[config.mk]
export PLATFORM = sky130hd
export DESIGN_NAME = dmem_access_ctrl
export DESIGN_NICKNAME = d
export VERILOG_FILES = /design/src/rtl/dmem_access_ctrl.sv
export SDC_FILE = /design/constraint.sdc
export NUM_CORES = 1
export LEC_CHECK = 0
export ABC_AREA = 1
export BUFFER_PORTS_ARGS = -buffer_cell sky130_fd_sc_hd__clkbuf_2
export CAP_MARGIN = 20
export CORE_MARGIN = 5
export CORE_UTILIZATION = 43
export CTS_CLUSTER_SIZE = 14
export DETAILED_ROUTE_END_ITERATION = 8
export GPL_TIMING_DRIVEN = 1
export PLACE_DENSITY = 0.75
export SLEW_MARGIN = 30
export SYNTH_ARGS = -nofsm -noshare
export SYNTH_HDL_FRONTEND = slang
export SYNTH_SLANG_ARGS = --single-unit
[constraint.sdc]
create_clock -name CLK -period 3.4 [get_ports CLK]
set_input_delay 0.17 -clock CLK [delete_from_list [all_inputs] [get_ports CLK]]
set_output_delay 0.17 -clock CLK [all_outputs]
set_load 0.05 [all_outputs]
[src/rtl/dmem_access_ctrl.sv]
// dmem_access_ctrl: load/store controller for a word-organised data memory
//   CLK/RST_N : clock, synchronous active-low reset
//   req_*     : valid/ready request; size 00 byte, 01 half, 10 word, 11 illegal
//   resp_*    : one response per request; extended load data, error flag
//   M_*       : memory port, combinational read M_RD, synchronous write M_WE
module dmem_access_ctrl #(
    parameter int MEM_AW = 9
) (
    input  logic        CLK,
    input  logic        RST_N,
    input  logic        req_valid,
    output logic        req_ready,
    input  logic        req_we,
    input  logic [1:0]  req_size,
    input  logic        req_signed,
    input  logic [31:0] req_addr,
    input  logic [31:0] req_wdata,
    output logic        resp_valid,
    input  logic        resp_ready,
    output logic [31:0] resp_rdata,
    output logic        resp_err,
    output logic [31:0] M_A,
    output logic [31:0] M_WD,
    output logic        M_WE,
    input  logic [31:0] M_RD
);
    typedef enum logic [1:0] {IDLE, RD, WR, RESP} state_t;
    state_t      state;
    logic        we, sgn, err, bad;
    logic [1:0]  size;
    logic [4:0]  sa;
    logic [31:0] addr, wd, rdata, sh, ld, mask, mg;
    always_comb begin
        bad  = req_size == 2'b11 || (req_size == 2'b01 && req_addr[0]) ||
               (req_size == 2'b10 && req_addr[1:0] != 2'b00) || req_addr[31:MEM_AW+2] != '0;
        sa   = {addr[1:0], 3'b000};
        sh   = M_RD >> sa;
        ld   = size == 2'b00 ? {{24{sgn & sh[7]}}, sh[7:0]} :
               size == 2'b01 ? {{16{sgn & sh[15]}}, sh[15:0]} : M_RD;
        // sub-word store: replace only the addressed lane of the sampled word
        mask = (size == 2'b00 ? 32'h0000_00ff : 32'h0000_ffff) << sa;
        mg   = (M_RD & ~mask) | ((wd << sa) & mask);
    end
    always_ff @(posedge CLK) begin
        if (!RST_N) begin
            state <= IDLE;
            we    <= 1'b0;
            sgn   <= 1'b0;
            size  <= 2'b00;
            addr  <= '0;
            wd    <= '0;
            rdata <= '0;
            err   <= 1'b0;
        end else case (state)
            IDLE: if (req_valid) begin
                we    <= req_we;
                size  <= req_size;
                sgn   <= req_signed;
                addr  <= req_addr;
                wd    <= req_wdata;
                rdata <= '0;
                err   <= bad;
                state <= bad ? RESP : (req_we && req_size == 2'b10) ? WR : RD;
            end
            RD: begin
                if (we) begin
                    wd    <= mg;
                    state <= WR;
                end else begin
                    rdata <= ld;
                    state <= RESP;
                end
            end
            WR: begin
                rdata <= '0;
                err   <= 1'b0;
                state <= RESP;
            end
            RESP: if (resp_ready) state <= IDLE;
        endcase
    end
    assign req_ready  = state == IDLE;
    assign resp_valid = state == RESP;
    assign resp_rdata = rdata;
    assign resp_err   = err;
    assign M_A        = {addr[31:2], 2'b00};
    assign M_WD       = wd;
    // reset combinationally gates the write so a reset during WR drops it
    assign M_WE       = state == WR && RST_N;
endmodule

Word level (Yosys, flattened, before mapping). Cells that the tools add are included.

Register bits after elaboration: 103. Input bits: 104. Output and inout port bits: 100. Word-level logic and storage cells: 64.

Equality and inequality tests: 11. Shifts and indexed selects: 3. Multiplexer cells: 17. Bitwise logic cells: 6. Reductions and logical operators: 19.

Operator list (number): two-way mux 32 bit (6); one-hot mux 32 bit (3 select lines) (1); bitwise AND 32 bit (2); one-hot mux 32 bit (2 select lines) (1); inverter 32 bit (1); OR 32 bit (1); << shifter 16 x 5 -> 32 bit (1); << shifter 32 x 5 -> 32 bit (1); right shift 32 x 5 -> 16 bit (1); nonzero test 21 bit (1); two-way mux 16 bit (1); equality test 2 bit (second input constant) (4); two-way mux 2 bit (4); one-hot mux 2 bit (4 select lines) (1); equality test 2 x 1 -> 1 bit (second input constant) (3); inequality test 2 bit (second input constant) (3); AND reduction 2 bit (3); AND reduction 3 bit (2); nonzero test 2 bit (3); logical AND 1 bit (4); logical NOT 2 bit (2); logical OR 1 bit (3); nonzero test 3 bit (1); bitwise AND 1 bit (2); other kinds (3) (4).

Logic depth before layout (Yosys ltp).
Depth in word-level cells: 8. Gate-level depth with buffers: 13. Depth with buffers taken out: 11.

Worst setup path after synthesis. No wires, ideal clock.

Path kind: register -> register. Start point: register state[0]. End point: register rdata[12], in the netlist resp_rdata[12]. Library setup time: 0.071 ns. Arrival time: 1.891 ns. Data required time: 3.329 ns. Path slack: 1.438 ns. Cell stages (with the launch flop): 12. Buffers on the path: 1. Period minus slack after synthesis: 1.962 ns. Path through: dfxtp_1 > inv_1 > ha_1 > inv_2 > nor2_4 > nor2_8 > inv_4 > o21ai_2 > inv_4 > buf_6 > nand2_2 > a21oi_2.

Longest elaborated chain between the ends: 3. Elaborated cells between the ends (all ways): 8. Classes of those cells: 4 x eq/ne; 1 x mux; 3 x reduce/logical.

RTL lines: from (decl) (line 28) `state_t state;`; from (signal assigned) (line 63) `state <= bad ? RESP : (req_we && req_size == 2'b10) ? WR : RD;`; logical NOT 2 bit *; named net req_ready (line 12) `output logic req_ready,`; inequality test 2 bit (no source line) or nonzero test 3 bit (tied branches); AND reduction 3 bit (no source line); to (signal assigned) (line 70) `rdata <= ld;`; to (decl) (line 32) `logic [31:0] addr, wd, rdata, sh, ld, mask, mg;`.

Mark *: on every way through the listed nets, which the timed path passes. The rest lies on a longest branch. A chain may end at the register's enable or synchronous reset.

Worst setup path in the final report.
Start point: register state[0]. End point: register addr[20].

Longest elaborated chain between the ends: 2.

RTL lines: logical NOT 2 bit (line 54) `end else case (state)`; AND reduction 2 bit (no source line); to (signal assigned) (line 59) `addr <= req_addr;`; to (decl) (line 32).

No other way between the ends.

==> flow_metrics.py <==
metrics = {
    "status": {
        "outcome": "completed",
    },
    "sta": {
        "max_slew.worst_pin.slew_ns": 0.868,
        "final_total_negative_setup_slack_ns": 0,
        "skew_ns": 0.00503,
        "maxClockFrequency_ghz": 0.395,
        "period_minus_ws_final_ns": 2.53,
        "finalCritPeriodShare": 0.745,
        "worst_slew_margin_rel": 0.418,
        "setup-violations-final": 0,
        "unrepaired_setup_endpoints_after_global_routing": "false",
        "hold_violations": 0,
        "final_max_slew_viol_count": 0,
    },
    "grt": {
        "pin_count_of_the_biggest_net_entering_global_routing": 72,
        "grt_antenna_before_repair": 0,
        "grtUsageTotal": 0.225,
        "overflow": 0,
        "grt_first_pass_wirelength_mm": 28.6,
        "number_of_global_route_vias_before_repair": 5354,
    },
    "yosys": {
        "yosys.area_share.xor_xnor": 0,
        "synth.cell_area_sq_mm": 0.00563,
        "synth_commonest_cells": "nand2_1, a21oi_1, dfxtp_1",
        "netlist.area_leader.share": 0.366,
        "synth_compound_area_frac": 0.256,
        "synth_fa_ha_area_frac": 0.00888,
        "postSynthRegisterBits": 103,
        "synth-main-ff-cell": "dfxtp_1",
        "synth_mux_area_frac": 0,
        "synth_edf_count": 0,
        "synthTopCellsByArea": "dfxtp_1, nand2_1, a21oi_1",
        "post-synth-top-count-cell": "nand2_1",
        "synth_seq_area_share": 0.366,
        "post_synth_num_cell_types": 31,
        "synth-warning-count": 0,
        "synth_top_family_by_area": "compound AO/OA/AOI/OAI gates",
        "synthDominantAreaCellType": "dfxtp_1",
        "simple_gate_portion_of_the_synthesized_area": 0.250,
        "ys_async_sr_fraction": 0,
        "post_synth_inst_count": 817,
        "avgSynthCellArea_sq_um": 6.90,
    },
    "worst_setup_path": {
        "worstPathArrival_ns": 2.78,
        "path_class": "flip-flop to flip-flop",
        "endpoint_kind": "flip-flop",
        "worst-endpoint-required_ns": 3.64,
        "cp-start-kind": "flip-flop",
        "crit_fanout": 42,
    },
    "floorplan": {
        "design.die.area_sq_mm": 0.0155,
        "die_height_microns": 124,
        "num_rows": 41,
        "starting_density": 0.443,
        "dieWidth_microns": 124,
        "placeableCoreArea_sq_mm": 0.0127,
        "ios": 204,
    },
    "clocking": {
        "clkLatencyLatePin_ns": 0.35,
        "postCtsResizedCells": 0,
        "post-cts-setup-buffers": 0,
        "cts_inserted_buffers": 9,
        "clk_transition_reported_paths_ns": 0.07,
        "postCtsHoldBufs": 0,
        "cts.sinks": 103,
        "clock_tree_from_tritoncts": "built",
        "cts-htree-levels": 3,
        "clock_tree.root_cell": "clkbuf_16",
        "buffer_depth_of_the_longest_clock_path": 2,
    },
    "power_and_ir_drop": {
        "power.density_cell_area_mw_per_mm2": 1020,
        "p_leak_uw": 0.00304,
        "vdd_ir_drop_max_mv": 0.360,
    },
    "drt": {
        "detail_route.first_pass.iterations": 5,
        "wl_mm": 18.0,
        "drt-vias-per-instance": 5.22,
        "m1WireLength_mm": 7.87,
        "wl_per_cell_microns": 15.9,
        "ant_nets": 0,
        "drt_iter0_markers": 512,
        "top_layer_used": "met4",
        "drc": 0,
        "met2_wirelength_mm": 8.11,
        "vias": 5892,
        "route.met3.wl_mm": 1.54,
    },
    "finish": {
        "final_cell_count_no_fill": 1129,
        "drive_gt1_frac": 0.283,
        "finish.net_count": 1061,
        "area_grow_syn2layout_pct": 18.4,
        "antenna_fix_cells": 0,
    },
    "placed_design": {
        "placed_cells_incl_taps": 1114,
        "portBuffers": 201,
        "gpl_wtd_cong": 0.940,
        "dp.final_hpwl_mm": 13.7,
    },
    "hold_path": {
        "worst_hold_path_type": "input port to flip-flop",
    },
    "flow_run": {
        "timing.max_cap.violations": 0,
    },
}
cells in the final DEF, fill, tap and decap left out, types with 12 or more instances in the layout:
cell and instances:
o211ai_1 39, nor2_1 95, nand2_2 15, a21oi_1 107, nand2_1 165, clkbuf_2 201, dfxtp_1 103, inv_1 27
o21ai_0 83, nand3_1 43, a21oi_2 12
worst max-delay path, cell delays in order (launching register included):
cell	delay (ns)
dfxtp_1	0.40
inv_1	0.09
ha_1	0.30
nand2_1	0.11
buf_4	0.34
clkinv_1	0.79
nor2_1	0.31
nor2_1	0.07
stage by stage:
stage | worst slack (ns) | utilization | total power (uW) | instance area, sq um | hold WS (ns)
after floorplan | 1.44 | - | 5160 | 5640 | 0.337
final | 0.865 | 0.524 | 6780 | 6670 | 0.0627
after CTS | 1.16 | 0.524 | 6800 | 6670 | 0.0572
after detailed placement | 1.19 | 0.503 | 5800 | 6390 | 0.428
after global placement | 1.21 | 0.503 | 5760 | 6390 | 0.419
after global routing | 0.574 | 0.524 | 7220 | 6670 | 0.0738
worst paths after layout:
| path | end | cells past startpoint | from | slack (ns) |
|---|---|---|---|---|
| worst max-delay path | addr[20] | 7 | state[0] | 0.87 |
| worst min-delay path | addr[3] | 3 | req_addr[3] | 0.06 |
| worst max register to register | addr[20] | 7 | state[0] | 0.87 |
| worst min register to register | resp_rdata[9] | 2 | resp_rdata[9] | 0.47 |
cell families after synthesis:
| family | count (synthesis) |
|---|---|
| adders and majority gates | 4 |
| DFF | 103 |
| AOI/OAI and AO/OA | 255 |
| buffers and inverters | 123 |
| and+or+nand+nor | 331 |
| other | 1 |
report_power, final:
part,total [uW],switching (uW),internal (uW)
clock,996,442,554
sequential,1930,323,1600
combinational,3860,2950,907
per-layer routing:
metal | track usage | up-vias
li1 | - | 2968
met5 | 0 | -
met2 | 0.354 | 235
met1 | 0.296 | 2659
met4 | 0.0703 | 0
met3 | 0.0678 | 30
area by class of cell:
type	instances	area [sq um]
fillers	1332	6050
repair buffers	207	1050
flip-flops and latches	103	2060
inverters	40	160
well taps	172	215
multi-input cells	592	2910
clock buffers	15	278
Power figures use the tool's default switching activity.
